File: src/rtl/key_index_ctrl.sv
// ============================================================================
// Module      : key_index_ctrl
// Description : Two-key (up/down) index controller. Each raw key is
//               synchronised and debounced, then drives a press/hold/repeat
//               state machine. Step requests move a bounded index that either
//               wraps or saturates at its limits.
// Revision    : 1.0 - initial release
// ============================================================================
`default_nettype none

module key_index_ctrl #(
   parameter int ADDR_W   = 5,
   parameter int MIN_IDX  = 0,
   parameter int MAX_IDX  = 31,
   parameter int INIT_IDX = 0,
   parameter int WRAP     = 1,
   parameter int DB_CYC   = 1000000,
   parameter int HOLD_CYC = 25000000,
   parameter int REP_CYC  = 5000000
) (
   input  logic              clk,
   input  logic              rst_n,
   input  logic              key_up,
   input  logic              key_dn,
   input  logic              clr,
   output logic [ADDR_W-1:0] idx,
   output logic              step,
   output logic              at_min,
   output logic              at_max
);

   // Counter sizing: the debounce counter tops out at DB_CYC-1, the
   // hold/repeat timer at max(HOLD_CYC, REP_CYC)-1.
   localparam int TM_MAX = (HOLD_CYC > REP_CYC) ? HOLD_CYC : REP_CYC;
   localparam int DB_W   = (DB_CYC > 1) ? $clog2(DB_CYC) : 1;
   localparam int TM_W   = (TM_MAX > 1) ? $clog2(TM_MAX) : 1;

   localparam logic [DB_W-1:0] DB_LAST   = DB_W'(DB_CYC - 1);
   localparam logic [DB_W-1:0] DB_ONE    = DB_W'(1);
   localparam logic [TM_W-1:0] HOLD_LAST = TM_W'(HOLD_CYC - 1);
   localparam logic [TM_W-1:0] REP_LAST  = TM_W'(REP_CYC - 1);
   localparam logic [TM_W-1:0] TM_ONE    = TM_W'(1);
   localparam logic [TM_W-1:0] TM_ZERO   = '0;

   // Index arithmetic is carried one bit wider than idx.
   localparam logic [ADDR_W:0] MIN_V  = (ADDR_W + 1)'(MIN_IDX);
   localparam logic [ADDR_W:0] MAX_V  = (ADDR_W + 1)'(MAX_IDX);
   localparam logic [ADDR_W:0] INIT_V = (ADDR_W + 1)'(INIT_IDX);
   localparam logic [ADDR_W:0] ONE_V  = (ADDR_W + 1)'(1);

   typedef enum logic [1:0] {
      S_IDLE   = 2'd0,
      S_HOLD   = 2'd1,
      S_REPEAT = 2'd2
   } rep_state_t;

   // Bit 0 = up key, bit 1 = down key.
   logic [1:0] raw;
   logic [1:0] db_next;
   logic [1:0] press;
   logic [1:0] req;
   logic [1:0] warm;
   logic       lock;
   logic       lock_next;
   logic       both_low_next;
   logic       both_high_next;

   assign raw = {key_dn, key_up};

   // Once both keys are seen low together, every key stays locked out until
   // both have been released; only a fresh press after that counts.
   assign both_low_next  = ~db_next[0] & ~db_next[1];
   assign both_high_next =  db_next[0] &  db_next[1];
   assign lock_next      = both_low_next | (lock & ~both_high_next);

   // Track the both-keys lockout.
   always_ff @(posedge clk or negedge rst_n) begin
      if (!rst_n) lock <= 1'b0;
      else        lock <= lock_next;
   end

   // Synchroniser warm-up: the sync chains hold their reset value for two
   // edges, so their output is not trusted as a real key level until then.
   always_ff @(posedge clk or negedge rst_n) begin
      if (!rst_n) warm <= 2'b00;
      else        warm <= {warm[0], 1'b1};
   end

   for (genvar k = 0; k < 2; k++) begin : g_key
      logic            s1;
      logic            s2;
      logic            db;
      logic            differ;
      logic            armed;
      logic            req_r;
      logic [DB_W-1:0] db_cnt;
      logic [TM_W-1:0] tmr;
      rep_state_t      state;

      // A key must be stable for DB_CYC cycles; the level flips on the
      // cycle the counter would reach DB_CYC.
      assign differ     = (s2 != db);
      assign db_next[k] = (differ && (db_cnt == DB_LAST)) ? s2 : db;
      assign press[k]   = db & ~db_next[k];
      assign req[k]     = req_r;

      // Two-flop synchroniser for the raw asynchronous key.
      always_ff @(posedge clk or negedge rst_n) begin
         if (!rst_n) begin
            s1 <= 1'b1;
            s2 <= 1'b1;
         end else begin
            s1 <= raw[k];
            s2 <= s1;
         end
      end

      // Debouncer: count consecutive cycles of disagreement with db.
      always_ff @(posedge clk or negedge rst_n) begin
         if (!rst_n) begin
            db     <= 1'b1;
            db_cnt <= '0;
         end else if (!differ) begin
            db_cnt <= '0;
         end else if (db_cnt == DB_LAST) begin
            db     <= s2;
            db_cnt <= '0;
         end else begin
            db_cnt <= db_cnt + DB_ONE;
         end
      end

      // Arm the key once it is genuinely seen released after reset, so a
      // key held through reset cannot generate steps until re-pressed.
      always_ff @(posedge clk or negedge rst_n) begin
         if (!rst_n)                    armed <= 1'b0;
         else if (warm[1] && s2 && db)  armed <= 1'b1;
      end

      // Press / hold / auto-repeat state machine with registered request.
      always_ff @(posedge clk or negedge rst_n) begin
         if (!rst_n) begin
            state <= S_IDLE;
            tmr   <= '0;
            req_r <= 1'b0;
         end else begin
            req_r <= 1'b0;
            tmr   <= tmr + TM_ONE;
            if (lock_next || db_next[k]) begin
               state <= S_IDLE;
               tmr   <= TM_ZERO;
            end else begin
               case (state)
                  S_IDLE: begin
                     tmr <= TM_ZERO;
                     if (press[k] && armed) begin
                        state <= S_HOLD;
                        req_r <= 1'b1;
                     end
                  end
                  S_HOLD: begin
                     if (tmr == HOLD_LAST) begin
                        state <= S_REPEAT;
                        tmr   <= TM_ZERO;
                        req_r <= 1'b1;
                     end
                  end
                  S_REPEAT: begin
                     if (tmr == REP_LAST) begin
                        tmr   <= TM_ZERO;
                        req_r <= 1'b1;
                     end
                  end
                  default: begin
                     state <= S_IDLE;
                     tmr   <= TM_ZERO;
                  end
               endcase
            end
         end
      end
   end

   logic [ADDR_W:0] cur;
   logic [ADDR_W:0] nxt;

   assign cur = {1'b0, idx};

   // Next index: clear wins, opposing requests cancel, bounds wrap or hold.
   always_comb begin
      nxt = cur;
      if (clr) begin
         nxt = INIT_V;
      end else if (req[0] && !req[1]) begin
         if (cur == MAX_V) nxt = (WRAP != 0) ? MIN_V : cur;
         else              nxt = cur + ONE_V;
      end else if (req[1] && !req[0]) begin
         if (cur == MIN_V) nxt = (WRAP != 0) ? MAX_V : cur;
         else              nxt = cur - ONE_V;
      end
   end

   // Register index, change pulse and bound flags together.
   always_ff @(posedge clk or negedge rst_n) begin
      if (!rst_n) begin
         idx    <= INIT_V[ADDR_W-1:0];
         step   <= 1'b0;
         at_min <= (INIT_IDX == MIN_IDX);
         at_max <= (INIT_IDX == MAX_IDX);
      end else begin
         idx    <= nxt[ADDR_W-1:0];
         step   <= (nxt != cur);
         at_min <= (nxt == MIN_V);
         at_max <= (nxt == MAX_V);
      end
   end

endmodule

`default_nettype wire
File: config.mk
export PLATFORM = sky130hd
export DESIGN_NAME = key_index_ctrl
export DESIGN_NICKNAME = d
export VERILOG_FILES = /design/src/rtl/key_index_ctrl.sv
export SDC_FILE = /design/constraint.sdc
export NUM_CORES = 1
export LEC_CHECK = 0
export ABC_AREA = 1
export BUFFER_PORTS_ARGS = -buffer_cell sky130_fd_sc_hd__buf_2
export CAP_MARGIN = 20
export CORE_ASPECT_RATIO = 1.75
export CORE_MARGIN = 1.5
export CORE_UTILIZATION = 35
export CTS_CLUSTER_SIZE = 10
export DETAILED_ROUTE_END_ITERATION = 8
export SYNTH_ARGS = -nofsm -noshare
export SYNTH_HDL_FRONTEND = slang
export SYNTH_SLANG_ARGS = --single-unit
File: constraint.sdc
create_clock -name clk -period 2.4 [get_ports clk]
set_clock_uncertainty 0.1 [all_clocks]
set_input_delay 0.24 -clock clk [delete_from_list [all_inputs] [get_ports clk]]
set_output_delay 0.24 -clock clk [all_outputs]
set_load 0.01 [all_outputs]
==> impl_metrics.py <==
metrics = {
    "outcome": {
        "status": "finished, final reports clean",
    },
    "critical_path": {
        "worstSetupPathType": "register to register",
        "crit_path_start_kind": "register",
        "cp_data_required_time_ps": 2610,
        "cp_max_fo": 8,
        "crit_path_end_kind": "register",
        "cp.arrival_ps": 2400,
    },
    "synthesis": {
        "yosysUniqueCellTypes": 40,
        "synthFlopType": "dfrtp_1",
        "async_flop_share": 1.00,
        "ys_seq_area_frac": 0.408,
        "avgSynthCellArea_um2": 7.81,
        "synth_nets": 929,
        "mappedNetlistArea_mm2": 0.00708,
        "yosysTopAreaCellShare": 0.382,
        "ys_warn_count": 0,
        "ys_seq_elements": 115,
        "syn_inst": 907,
        "synth_edf_count": 0,
        "synth_top_area_cell": "dfrtp_1",
        "synth_area_leaders": "dfrtp_1 38%, nand2_1 9.4%, nor2_1 7.7%, inv_1 6.1%, nand3_1 5.3%",
    },
    "placed_design": {
        "hpwl_um": 11900,
        "portBuffers": 12,
        "gp_congestion": 0.887,
    },
    "clocking": {
        "clock_path_buffers": 2,
        "cts_made_buffers": 17,
        "cts_tree": "built",
        "htreeDepth": 4,
        "postCtsSetupBuffers": 0,
        "clk_latency_ps": 420,
        "path_clk_slew_ps": 60,
        "root_buffer": "clkbuf_16",
        "cts.sinks": 115,
    },
    "floorplan": {
        "start_util": 0.359,
        "core-area_mm2": 0.0197,
        "rows": 68,
        "ioPinCount": 13,
        "dieArea_mm2": 0.0211,
        "die_w_um": 111,
        "die_h_um": 191,
    },
    "sta": {
        "setup_viol": 0,
        "hold_ws_ps": 141,
        "hold_viol": 0,
        "slew_viol_final": 0,
        "max_freq_ghz": 0.456,
        "slew_headroom": 0.654,
        "rsz0062_at_grt": "no",
        "worst_slew_pin_slew_ps": 514,
        "fin_crit_sh": 0.914,
        "fin_crit_ps": 2190,
        "fin_tns_setup_ps": 0,
    },
    "route": {
        "wl_per_cell_um": 13.4,
        "drt_iter0_markers": 267,
        "dr.pass1.iters": 4,
        "ant_nets": 0,
        "routed_wl_um": 16000,
        "vias": 5798,
        "drc_errors": 0,
        "avgViaCountPerCell": 4.85,
    },
    "pwr": {
        "cellLeakagePower_uw": 0.00345,
        "p_per_area_mw_per_mm2": 598,
        "total_power_uw": 4850,
        "peakVddDrop_mv": 0.499,
    },
    "finish": {
        "fill_cells": 2018,
        "post-route-util": 0.411,
        "antenna_cells": 0,
        "drive_gt1_frac": 0.132,
        "finalNetCount": 959,
        "syn2layout_area_growth_pct": 14.6,
    },
    "hold_path": {
        "min_path_type": "input pin to register",
    },
    "global_routing": {
        "grt_pass1_wl_um": 27500,
        "antenna_found_initial": 0,
        "grt_remaining_overflow": 0,
        "grt_max_degree": 50,
        "grt_usage": 0.162,
        "grt_pass1_vias": 6037,
    },
    "run": {
        "maxCapViolations": 0,
    },
}
-- layer usage --
| layer | vias up | track usage | routed length, um |
|---|---|---|---|
| met2 | 81 | 0.319 | 8950 |
| met5 | - | 0 | 0 |
| li1 | 2949 | - | - |
| met3 | 49 | 0.0279 | 313 |
| met1 | 2719 | 0.153 | 6050 |
| met4 | 0 | 0.0996 | 644 |
-- stage by stage --
stage	cells	area, um2	setup WS [ps]
CTS	1195	8110	217
global route	1195	8110	22.9
global placement	1160	7440	258
floorplan	907	7080	493
finish	1195	8110	206
detailed placement	1160	7440	239
-- critical path: stages (launching register included) --
cell     delay, ps
dfrtp_1        480
ha_1           240
nand2_1         80
nor2_1          60
ha_1           180
inv_1          130
nand2_1         80
a21oi_1        150
o21ai_0        220
xor2_1         210
nor2_1         130
nand2_1         50
-- logic make-up (layout without fill, tap and decap cells) --
logic type / count (synthesis) / in the layout / synth area share
AND/OR/NAND/NOR: 541 / 541 / 0.379
buffers and inverters: 138 / 181 / 0.0818
flip-flops: 115 / 115 / 0.408
XOR/XNOR: 60 / 60 / 0.0742
AO/OA/AOI/OAI: 35 / 35 / 0.0267
adder cells (fa/ha/maj): 17 / 17 / 0.0300
other: 1 / 1 / 0.000530
-- placed cells by master (no fill, tap or decap), types with 4 or more instances in the layout --
master     instances
nor4_1             6
xor2_1            40
nand4_1           32
nor2_1           145
clkbuf_16         17
o21ai_0           12
dfrtp_1          108
buf_4              6
nor2_4            21
nand2_2            5
dfstp_2            7
bufinv_16          5
nor3_2            18
a21oi_1           14
buf_2             11
nor3b_1            4
inv_1            116
xnor2_1           20
inv_2              9
nand2_1          178
nand3_1           75
nand3_2            5
nor3_1            39
ha_1              17
-- path summary, 6_finish.rpt --
kind                                    from  slack (ps)                       endpoint  depth (start not counted)
setup / recovery            idx[1]$_DFF_PN0_         210                 step$_DFF_PN0_                         11
hold / removal                           clr         140               idx[1]$_DFF_PN0_                          4
setup reg to reg            idx[1]$_DFF_PN0_         210                 step$_DFF_PN0_                         11
hold reg to reg            warm[0]$_DFF_PN0_         250              warm[1]$_DFF_PN0_                          0
max in group asynchronous              rst_n        1280        g_key[1].db$_DFFE_PN1P_                          3
min in group asynchronous              rst_n         230  g_key[1].db_cnt[10]$_DFF_PN0_                          2
-- cell usage after synthesis (6+ instances only) --
cell	number
xor2_1	40
ha_1	17
nor4_1	6
nor3_2	18
nor3_1	39
xnor2_1	20
o21ai_0	12
a21oi_1	14
nand2_1	178
nor2_4	21
nor2_1	145
dfrtp_1	108
inv_1	116
dfstp_2	7
nand4_1	32
nand3_1	75
inv_2	9
-- power by group --
group | switching, uW | internal, uW
Clock | 951 | 1840
Sequential | 9.79 | 1960
Combinational | 66.8 | 25.3
Total | 1030 | 3820
-- flip-flops by register name, indices dropped and copies added, names as in the netlist --
register,cells
lock,1
g_key.state,4
step,1
g_key.s2,2
g_key.req_r,2
g_key.armed,2
g_key.db_cnt,40
at_min,1
g_key.db,2
at_max,1
g_key.tmr,50
g_key.s1,2
warm,2
idx,5
-- layout make-up --
cell class / count / area, um2 / share of cell area
inverter: 126 / 473 / 0.0583
tap: 245 / 307 / 0.0378
clock buffer: 19 / 433 / 0.0534
sequential: 115 / 2890 / 0.356
multi-input combinational: 654 / 3610 / 0.446
timing repair buffer: 23 / 190 / 0.0234
clock inverter: 13 / 208 / 0.0256
-- what timing repair did --
item                                   CTS  global route
setup endpoints to repair                0             0
gates resized for setup                  0             0
hold buffers                             3             0
endpoints found under the hold margin   33             0
(Power assumes the default switching activity.)
